[src/rtl/inst_decode_pipe_pkg.sv]
// Shared decoder types: opcode class / ALU op enums, RV32I opcode and
// funct3/funct7 legality constants, and the decoded-instruction record.
package corePckg;

  typedef enum logic [2:0] {
    eClsAlu, eClsLoad, eClsStore, eClsBranch, eClsJump, eClsUpper, eClsSys
  } tOpClassEnum;

  // ALU op is {alt, funct3} so OP/OP-IMM decode is a straight bit copy
  typedef enum logic [3:0] {
    eArAdd  = 4'b0000, eArSll = 4'b0001, eArSlt = 4'b0010, eArSltu = 4'b0011,
    eArXor  = 4'b0100, eArSrl = 4'b0101, eArOr  = 4'b0110, eArAnd  = 4'b0111,
    eArSub  = 4'b1000, eArSra = 4'b1101, eArNop = 4'b1111
  } tArithEnum;

  localparam logic [6:0] cOpLoad   = 7'b0000011;
  localparam logic [6:0] cOpStore  = 7'b0100011;
  localparam logic [6:0] cOpBranch = 7'b1100011;
  localparam logic [6:0] cOpJalr   = 7'b1100111;
  localparam logic [6:0] cOpJal    = 7'b1101111;
  localparam logic [6:0] cOpImm    = 7'b0010011;
  localparam logic [6:0] cOpOp     = 7'b0110011;
  localparam logic [6:0] cOpLui    = 7'b0110111;
  localparam logic [6:0] cOpAuipc  = 7'b0010111;
  localparam logic [6:0] cOpFence  = 7'b0001111;
  localparam logic [6:0] cOpSystem = 7'b1110011;

  localparam logic [6:0] cF7Base = 7'h00;
  localparam logic [6:0] cF7Alt  = 7'h20;
  localparam logic [2:0] cF3Add  = 3'b000;
  localparam logic [2:0] cF3Sll  = 3'b001;
  localparam logic [2:0] cF3Sr   = 3'b101;
  localparam logic [2:0] cF3Jalr = 3'b000;

  // Legal-funct3 masks, bit n set when funct3==n is a legal encoding
  localparam logic [7:0] cLoadF3Ok   = 8'b0011_0111;
  localparam logic [7:0] cStoreF3Ok  = 8'b0000_0111;
  localparam logic [7:0] cBranchF3Ok = 8'b1111_0011;

  typedef struct packed {
    tOpClassEnum opClass;
    tArithEnum   arith;
    logic [4:0]  rs1;
    logic [4:0]  rs2;
    logic [4:0]  rd;
    logic [2:0]  funct3;
    logic [31:0] imm;
    logic        useRs1;
    logic        useRs2;
    logic        writeRd;
    logic        usePc;
    logic        illegal;
  } tDecoded;

endpackage

[src/rtl/inst_decode_pipe_field_decode.sv]
// Combinational RV32I/E field decoder: raw instruction -> decoded record.
// Illegal encodings collapse to a flag-free SYS/NOP record with illegal set.
module inst_field_decode
  import corePckg::*;
#(
  parameter int pRv32e = 0
) (
  input  logic [31:0] iInst,
  output tDecoded     oDec
);

  logic [6:0]  w_op, w_f7;
  logic [2:0]  w_f3;
  logic [4:0]  w_rs1, w_rs2, w_rd;
  logic [31:0] w_immI, w_immS, w_immB, w_immU, w_immJ;
  logic        w_legal;

  assign w_op  = iInst[6:0];
  assign w_f3  = iInst[14:12];
  assign w_f7  = iInst[31:25];
  assign w_rd  = iInst[11:7];
  assign w_rs1 = iInst[19:15];
  assign w_rs2 = iInst[24:20];

  assign w_immI = {{20{iInst[31]}}, iInst[31:20]};
  assign w_immS = {{20{iInst[31]}}, iInst[31:25], iInst[11:7]};
  assign w_immB = {{19{iInst[31]}}, iInst[31], iInst[7], iInst[30:25], iInst[11:8], 1'b0};
  assign w_immU = {iInst[31:12], 12'b0};
  assign w_immJ = {{11{iInst[31]}}, iInst[31], iInst[19:12], iInst[20], iInst[30:21], 1'b0};

  always_comb begin
    oDec         = '0;
    oDec.opClass = eClsSys;
    oDec.arith   = eArNop;
    w_legal      = (iInst[1:0] == 2'b11);
    case (w_op)
      cOpLoad: begin
        w_legal      = w_legal & cLoadF3Ok[w_f3];
        oDec.opClass = eClsLoad;
        oDec.arith   = eArAdd;
        oDec.rs1     = w_rs1;
        oDec.rd      = w_rd;
        oDec.funct3  = w_f3;
        oDec.imm     = w_immI;
        oDec.useRs1  = 1'b1;
        oDec.writeRd = (w_rd != 5'd0);
      end
      cOpStore: begin
        w_legal      = w_legal & cStoreF3Ok[w_f3];
        oDec.opClass = eClsStore;
        oDec.arith   = eArAdd;
        oDec.rs1     = w_rs1;
        oDec.rs2     = w_rs2;
        oDec.funct3  = w_f3;
        oDec.imm     = w_immS;
        oDec.useRs1  = 1'b1;
        oDec.useRs2  = 1'b1;
      end
      cOpBranch: begin
        w_legal      = w_legal & cBranchF3Ok[w_f3];
        oDec.opClass = eClsBranch;
        oDec.rs1     = w_rs1;
        oDec.rs2     = w_rs2;
        oDec.funct3  = w_f3;
        oDec.imm     = w_immB;
        oDec.useRs1  = 1'b1;
        oDec.useRs2  = 1'b1;
      end
      cOpJalr: begin
        w_legal      = w_legal & (w_f3 == cF3Jalr);
        oDec.opClass = eClsJump;
        oDec.arith   = eArAdd;
        oDec.rs1     = w_rs1;
        oDec.rd      = w_rd;
        oDec.imm     = w_immI;
        oDec.useRs1  = 1'b1;
        oDec.writeRd = (w_rd != 5'd0);
        oDec.usePc   = 1'b1;
      end
      cOpJal: begin
        oDec.opClass = eClsJump;
        oDec.arith   = eArAdd;
        oDec.rd      = w_rd;
        oDec.imm     = w_immJ;
        oDec.writeRd = (w_rd != 5'd0);
        oDec.usePc   = 1'b1;
      end
      cOpLui, cOpAuipc: begin
        oDec.opClass = eClsUpper;
        oDec.arith   = (w_op == cOpAuipc) ? eArAdd : eArNop;
        oDec.rd      = w_rd;
        oDec.imm     = w_immU;
        oDec.writeRd = (w_rd != 5'd0);
        oDec.usePc   = (w_op == cOpAuipc);
      end
      cOpImm: begin
        oDec.opClass = eClsAlu;
        oDec.rs1     = w_rs1;
        oDec.rd      = w_rd;
        oDec.funct3  = w_f3;
        oDec.useRs1  = 1'b1;
        oDec.writeRd = (w_rd != 5'd0);
        // shift-immediates carry shamt, and only right shifts honour the alt bit
        if (w_f3 == cF3Sll) begin
          w_legal    = w_legal & (w_f7 == cF7Base);
          oDec.imm   = {27'b0, w_rs2};
          oDec.arith = eArSll;
        end else if (w_f3 == cF3Sr) begin
          w_legal    = w_legal & ((w_f7 == cF7Base) || (w_f7 == cF7Alt));
          oDec.imm   = {27'b0, w_rs2};
          oDec.arith = tArithEnum'({iInst[30], w_f3});
        end else begin
          oDec.imm   = w_immI;
          oDec.arith = tArithEnum'({1'b0, w_f3});
        end
      end
      cOpOp: begin
        w_legal      = w_legal & ((w_f7 == cF7Base) ||
                       ((w_f7 == cF7Alt) && ((w_f3 == cF3Add) || (w_f3 == cF3Sr))));
        oDec.opClass = eClsAlu;
        oDec.arith   = tArithEnum'({iInst[30], w_f3});
        oDec.rs1     = w_rs1;
        oDec.rs2     = w_rs2;
        oDec.rd      = w_rd;
        oDec.funct3  = w_f3;
        oDec.useRs1  = 1'b1;
        oDec.useRs2  = 1'b1;
        oDec.writeRd = (w_rd != 5'd0);
      end
      cOpFence, cOpSystem: begin
        oDec.funct3 = w_f3;
      end
      default: w_legal = 1'b0;
    endcase

    if ((pRv32e != 0) && ((oDec.useRs1 && oDec.rs1[4]) || (oDec.useRs2 && oDec.rs2[4]) ||
                          (oDec.writeRd && oDec.rd[4])))
      w_legal = 1'b0;

    if (!w_legal) begin
      oDec         = '0;
      oDec.opClass = eClsSys;
      oDec.arith   = eArNop;
      oDec.illegal = 1'b1;
    end
  end

endmodule

[src/rtl/inst_decode_pipe.sv]
// Elastic instruction decode pipeline: pStages valid/ready register stages,
// raw inst/pc carried in early stages, decoded fields held in the last one.
module inst_decode_pipe
  import corePckg::*;
#(
  parameter int pXLEN   = 32,
  parameter int pStages = 2,
  parameter int pRv32e  = 0
) (
  input  logic             iClk,
  input  logic             iRst,
  input  logic             iInstValid,
  output logic             oInstReady,
  input  logic [31:0]      iInst,
  input  logic [pXLEN-1:0] iCurPc,
  input  logic             iFlush,
  output logic             oValid,
  input  logic             iReady,
  output tOpClassEnum      oOpClass,
  output tArithEnum        oArith,
  output logic [4:0]       oRs1Addr,
  output logic [4:0]       oRs2Addr,
  output logic [4:0]       oRdAddr,
  output logic [2:0]       oFunct3,
  output logic [pXLEN-1:0] oImm,
  output logic [pXLEN-1:0] oCurPc,
  output logic             oUseRs1,
  output logic             oUseRs2,
  output logic             oWriteRd,
  output logic             oUsePc,
  output logic             oIllegal
);

  // w_in*[k] is what stage k would capture; w_rdy[k] is stage k's ready
  logic [pStages:0]   w_rdy;
  logic [pStages-1:0] w_vld;
  logic [pStages-1:0] w_inVld;
  logic [31:0]        w_inInst [pStages];
  logic [pXLEN-1:0]   w_inPc   [pStages];
  tDecoded            w_dec;

  tDecoded            r_dec;
  logic [pXLEN-1:0]   r_pc;
  logic               r_outVld;

  assign w_inVld[0]     = iInstValid;
  assign w_inInst[0]    = iInst;
  assign w_inPc[0]      = iCurPc;
  assign w_rdy[pStages] = iReady;

  for (genvar k = 0; k < pStages; k++) begin : g_rdy
    assign w_rdy[k] = ~w_vld[k] | w_rdy[k+1];
  end

  for (genvar k = 0; k < pStages - 1; k++) begin : g_raw
    logic             r_vld;
    logic [31:0]      r_inst;
    logic [pXLEN-1:0] r_rawPc;

    always_ff @(posedge iClk) begin
      if (iRst || iFlush)  r_vld <= 1'b0;
      else if (w_rdy[k])   r_vld <= w_inVld[k];

      if (iRst) begin
        r_inst  <= '0;
        r_rawPc <= '0;
      end else if (!iFlush && w_rdy[k] && w_inVld[k]) begin
        r_inst  <= w_inInst[k];
        r_rawPc <= w_inPc[k];
      end
    end

    assign w_vld[k]      = r_vld;
    assign w_inVld[k+1]  = r_vld;
    assign w_inInst[k+1] = r_inst;
    assign w_inPc[k+1]   = r_rawPc;
  end

  inst_field_decode #(.pRv32e(pRv32e)) u_dec (
    .iInst (w_inInst[pStages-1]),
    .oDec  (w_dec)
  );

  always_ff @(posedge iClk) begin
    if (iRst || iFlush)         r_outVld <= 1'b0;
    else if (w_rdy[pStages-1])  r_outVld <= w_inVld[pStages-1];

    if (iRst) begin
      r_dec <= '0;
      r_pc  <= '0;
    end else if (!iFlush && w_rdy[pStages-1] && w_inVld[pStages-1]) begin
      r_dec <= w_dec;
      r_pc  <= w_inPc[pStages-1];
    end
  end

  assign w_vld[pStages-1] = r_outVld;

  assign oInstReady = w_rdy[0];
  assign oValid     = r_outVld;
  assign oOpClass   = r_dec.opClass;
  assign oArith     = r_dec.arith;
  assign oRs1Addr   = r_dec.rs1;
  assign oRs2Addr   = r_dec.rs2;
  assign oRdAddr    = r_dec.rd;
  assign oFunct3    = r_dec.funct3;
  assign oImm       = {{(pXLEN-31){r_dec.imm[31]}}, r_dec.imm[30:0]};
  assign oCurPc     = r_pc;
  assign oUseRs1    = r_dec.useRs1;
  assign oUseRs2    = r_dec.useRs2;
  assign oWriteRd   = r_dec.writeRd;
  assign oUsePc     = r_dec.usePc;
  assign oIllegal   = r_dec.illegal;

endmodule

[config.mk]
export PLATFORM = sky130hd
export DESIGN_NAME = inst_decode_pipe
export DESIGN_NICKNAME = d
export VERILOG_FILES = /design/src/rtl/inst_decode_pipe_pkg.sv /design/src/rtl/inst_decode_pipe_field_decode.sv /design/src/rtl/inst_decode_pipe.sv
export SDC_FILE = /design/constraint.sdc
export NUM_CORES = 1
export LEC_CHECK = 0
export BUFFER_PORTS_ARGS = -buffer_cell sky130_fd_sc_hd__buf_2
export CORE_UTILIZATION = 59
export CTS_BUF_LIST = sky130_fd_sc_hd__clkbuf_16
export DETAILED_ROUTE_END_ITERATION = 10
export PLACE_DENSITY = 0.86
export SYNTH_ARGS = -nofsm -noshare
export SYNTH_HDL_FRONTEND = slang
export SYNTH_HIERARCHICAL = 1
export SYNTH_SLANG_ARGS = --single-unit
export TNS_END_PERCENT = 1
[constraint.sdc]
create_clock -name iClk -period 4.1 [get_ports iClk]
set_input_delay 0.41 -clock iClk [delete_from_list [all_inputs] [get_ports iClk]]
set_output_delay 0.41 -clock iClk [all_outputs]
set_load 0.01 [all_outputs]
==> metrics <==
Resized Gates After CTS=0; Final TNS setup=0 ps; worst slew pin tran=1180 ps; Final Cycle Share=61.6%; Peak Freq=396 MHz; maximum vdd ir drop=282 uV; hold worst-path end=g_raw[0].r_vld$_SDFFE_PP0P_; Worst-path clk slew=60 ps; worst-case clock skew=5.78 ps; CTS Root Cell=clkbuf_16; Num CTS Buffers=17; fin area=8850 um2; hold buffer count at CTS=0; crit end category=flip-flop; die area=13500 um2; # diodes=0; Worst Reg-to-Reg Cells=7; final hold vios=0; initial antenna violation count=0; Crit Path Category=flip-flop to flip-flop; crit path DAT=2880 ps; Avg Synthesized Cell Area=8.38 um2; PortBufs=164; Max-cap violations=0; Filler Cells Inserted=1055; first-pass GRT wire length=31.5 mm; Placed Area=8250 um2; total number of H-tree levels=4; final worst path period need=2530 ps; number of antenna-violating nets in the routed design=0; CTS Buffer Depth=2; DRT Wirelength=19.6 mm; Residual DRC=0; CP startpoint kind=flip-flop; 1st-iter DRT viols=756; total global routing overflow=0; HP Class=input port to flip-flop; Reg2Reg Capture Point=oImm[27]$_SDFFE_PP0P_; routability cong.=0.930; clock sink total=160; unrepaired setup endpoints after global routing=false; vias in the first global route=6343; leakage=3.34 nW; HP Start=iFlush; synthesized area=7670 um2; # Post-CTS Setup Buffers=0; GRT Total Usage=30.0%; nets=1086; CP required=4460 ps; largest net degree at the start of global routing=109; Slew Limit Fails=0; synth unique cells=48; CTS tree=done; flops & latches, synth=160; Cell Pwr Density=395 nW/um2; status=complete, no violations; worst skew pair latency=430 ps; TritonRoute pass-1 iters=5; chip width=116 um; Rel. slew slack=21.4%; Post-Synthesis Cells=916; Syn. warnings=6; Die Height=116 um; syn nets=985; I/O pin total=165; Layout Area Growth over Synthesis=15.3%; core area=12700 um2; detailed-route via count=6985; dpl hpwl=12.1 mm; post-DR wirelength/cell=16.4 um; Worst Hold Path Cells=2; Rows=41; layout cells sized above 1=20.5%; CP Max Fanout=19; initial core utilization=60.6%; Via-to-Cell Ratio=5.82; sequential share of the synthesized area=41.7%; Final setup viols=0; r2r setup slk=1570 ps; r2r startpoint=g_raw[0].r_inst[6]$_SDFFE_PP0P_
-- worst max-delay path, stage by stage, from the launching register on --
cell and delay, ps:
dfxtp_1 700, nand4b_1 360, nor2_1 240, a311o_1 340, nand2_1 310, a21oi_1 250
nand3_1 90, a21oi_1 160
-- cell usage after synthesis, drive strengths merged --
| cell | number | share of area [%] |
|---|---|---|
| and4bb | 1 | 0.16 |
| or2 | 1 | 0.082 |
| buf | 54 | 5.3 |
| nand2 | 37 | 1.8 |
| nor4b | 1 | 0.31 |
| o311ai | 1 | 0.11 |
| nor3 | 13 | 0.85 |
| xor2 | 1 | 0.11 |
| a32oi | 1 | 0.11 |
| and2b | 1 | 0.098 |
| xnor2 | 1 | 0.11 |
| dfxtp | 160 | 42 |
| a21oi | 122 | 8.1 |
| nand3b | 4 | 0.39 |
| a31o | 1 | 0.11 |
| nor3b | 6 | 0.59 |
| o2111ai | 1 | 0.11 |
| nand2b | 135 | 11 |
| nand4b | 1 | 0.11 |
| or4 | 1 | 0.098 |
| nor2 | 30 | 1.5 |
| o31a | 1 | 0.11 |
| o32a | 1 | 0.13 |
| and3 | 1 | 0.082 |
| o21ai | 102 | 6.7 |
| mux2i | 66 | 8.6 |
| a22oi | 4 | 0.39 |
| a21boi | 1 | 0.098 |
| nor2b | 3 | 0.34 |
| and3b | 1 | 0.11 |
| a311o | 2 | 0.26 |
| a31oi | 2 | 0.16 |
| clkbuf | 38 | 1.9 |
| nand3 | 105 | 6.8 |
| o22ai | 1 | 0.082 |
| and2 | 5 | 0.41 |
| inv | 5 | 0.24 |
| a211o | 3 | 0.34 |
| o41ai | 1 | 0.36 |
| nor4 | 1 | 0.082 |
-- routing by layer --
metal / track usage, % / vias up / part of all wire, %
li1: - / 3372 / -
met1: 38.6 / 3254 / 42
met2: 46.3 / 318 / 47
met3: 9.83 / 41 / 8.3
met4: 11.8 / 0 / 2.4
met5: 0 / - / 0
-- cell usage in the layout, fill, tap and decap left out, types with 2 or more instances in the layout --
cell type     n
nor3_1       13
nand3b_1      4
nor3b_1       6
dfxtp_1     160
clkbuf_16    17
a311o_1       2
nand3_1     105
nand2_1      36
bufinv_16     4
inv_1         7
and2_1        5
nand2b_1    133
buf_4        11
mux2i_1      66
clkinvlp_4    2
nor2b_1       2
a21oi_1     121
a31oi_1       2
a22oi_1       4
nor2_1       30
o21ai_0     102
a211o_1       3
buf_2       163
clkinv_2      4
-- sequential cells by signal, indices dropped and copies added, names as in the netlist --
register / count
g_raw.r_vld: 1
oWriteRd: 1
oRs2Addr: 5
oArith: 4
g_raw.r_rawPc: 32
oRdAddr: 5
oImm: 32
oUseRs2: 1
oFunct3: 3
oOpClass: 3
oUsePc: 1
oRs1Addr: 5
oUseRs1: 1
oCurPc: 32
oIllegal: 1
g_raw.r_inst: 32
oValid: 1
-- logic make-up after synthesis --
family	Yosys count	synth area share [%]
simple gates	347	24.9
compound gates	244	17.2
flops	160	41.7
buf+inv	97	7.40
mux	66	8.61
xor+xnor	2	0.228
-- how the worst max path moves through the flow --
| stage | startpoint | end | depth (start not counted) |
|---|---|---|---|
| floorplan | g_raw[0].r_inst[3]$_SDFFE_PP0P_ | oArith[3]$_SDFFE_PP0P_ | 9 |
| global placement | g_raw[0].r_inst[6]$_SDFFE_PP0P_ | oArith[3]$_SDFFE_PP0P_ | 8 |
| detailed placement | g_raw[0].r_inst[6]$_SDFFE_PP0P_ | oArith[3]$_SDFFE_PP0P_ | 8 |
| CTS | g_raw[0].r_inst[6]$_SDFFE_PP0P_ | oImm[30]$_SDFFE_PP0P_ | 7 |
| global route | g_raw[0].r_inst[6]$_SDFFE_PP0P_ | oImm[30]$_SDFFE_PP0P_ | 7 |
| finish | g_raw[0].r_inst[6]$_SDFFE_PP0P_ | oImm[27]$_SDFFE_PP0P_ | 7 |
-- per-stage QoR --
stage / power (mW) / utilization (%) / hold slack [ps] / worst slack (ps) / std cells
finish: 3.50 / 69.9 / 189 / 1570 / 1201
global route: 3.62 / 69.9 / 189 / 1350 / 1201
global placement: 1.90 / 65.1 / 450 / 1730 / 1170
detailed placement: 1.90 / 65.1 / 457 / 1680 / 1170
floorplan: 1.83 / - / 444 / 2130 / 916
CTS: 3.52 / 69.9 / 176 / 1670 / 1201
-- layout make-up --
type                            count  area, um2  area share [%]
Clock buffer                       17        425            4.81
Clock inverter                     14        175            1.98
Inverter                            5       18.8           0.212
Multi-Input combinational cell    659       3920            44.2
Sequential cell                   160       3200            36.2
Tap cell                          172        215            2.43
Timing Repair Buffer              174        898            10.1
-- where the power goes --
part	total [mW]	internal (mW)	leakage, nW	switching, mW
Sequential	1.64	1.59	1.30	0.0447
Clock	1.63	1.00	0.298	0.623
Combinational	0.232	0.103	1.74	0.129
Total	3.50	2.70	3.34	0.797
(Power assumes the default switching activity.)
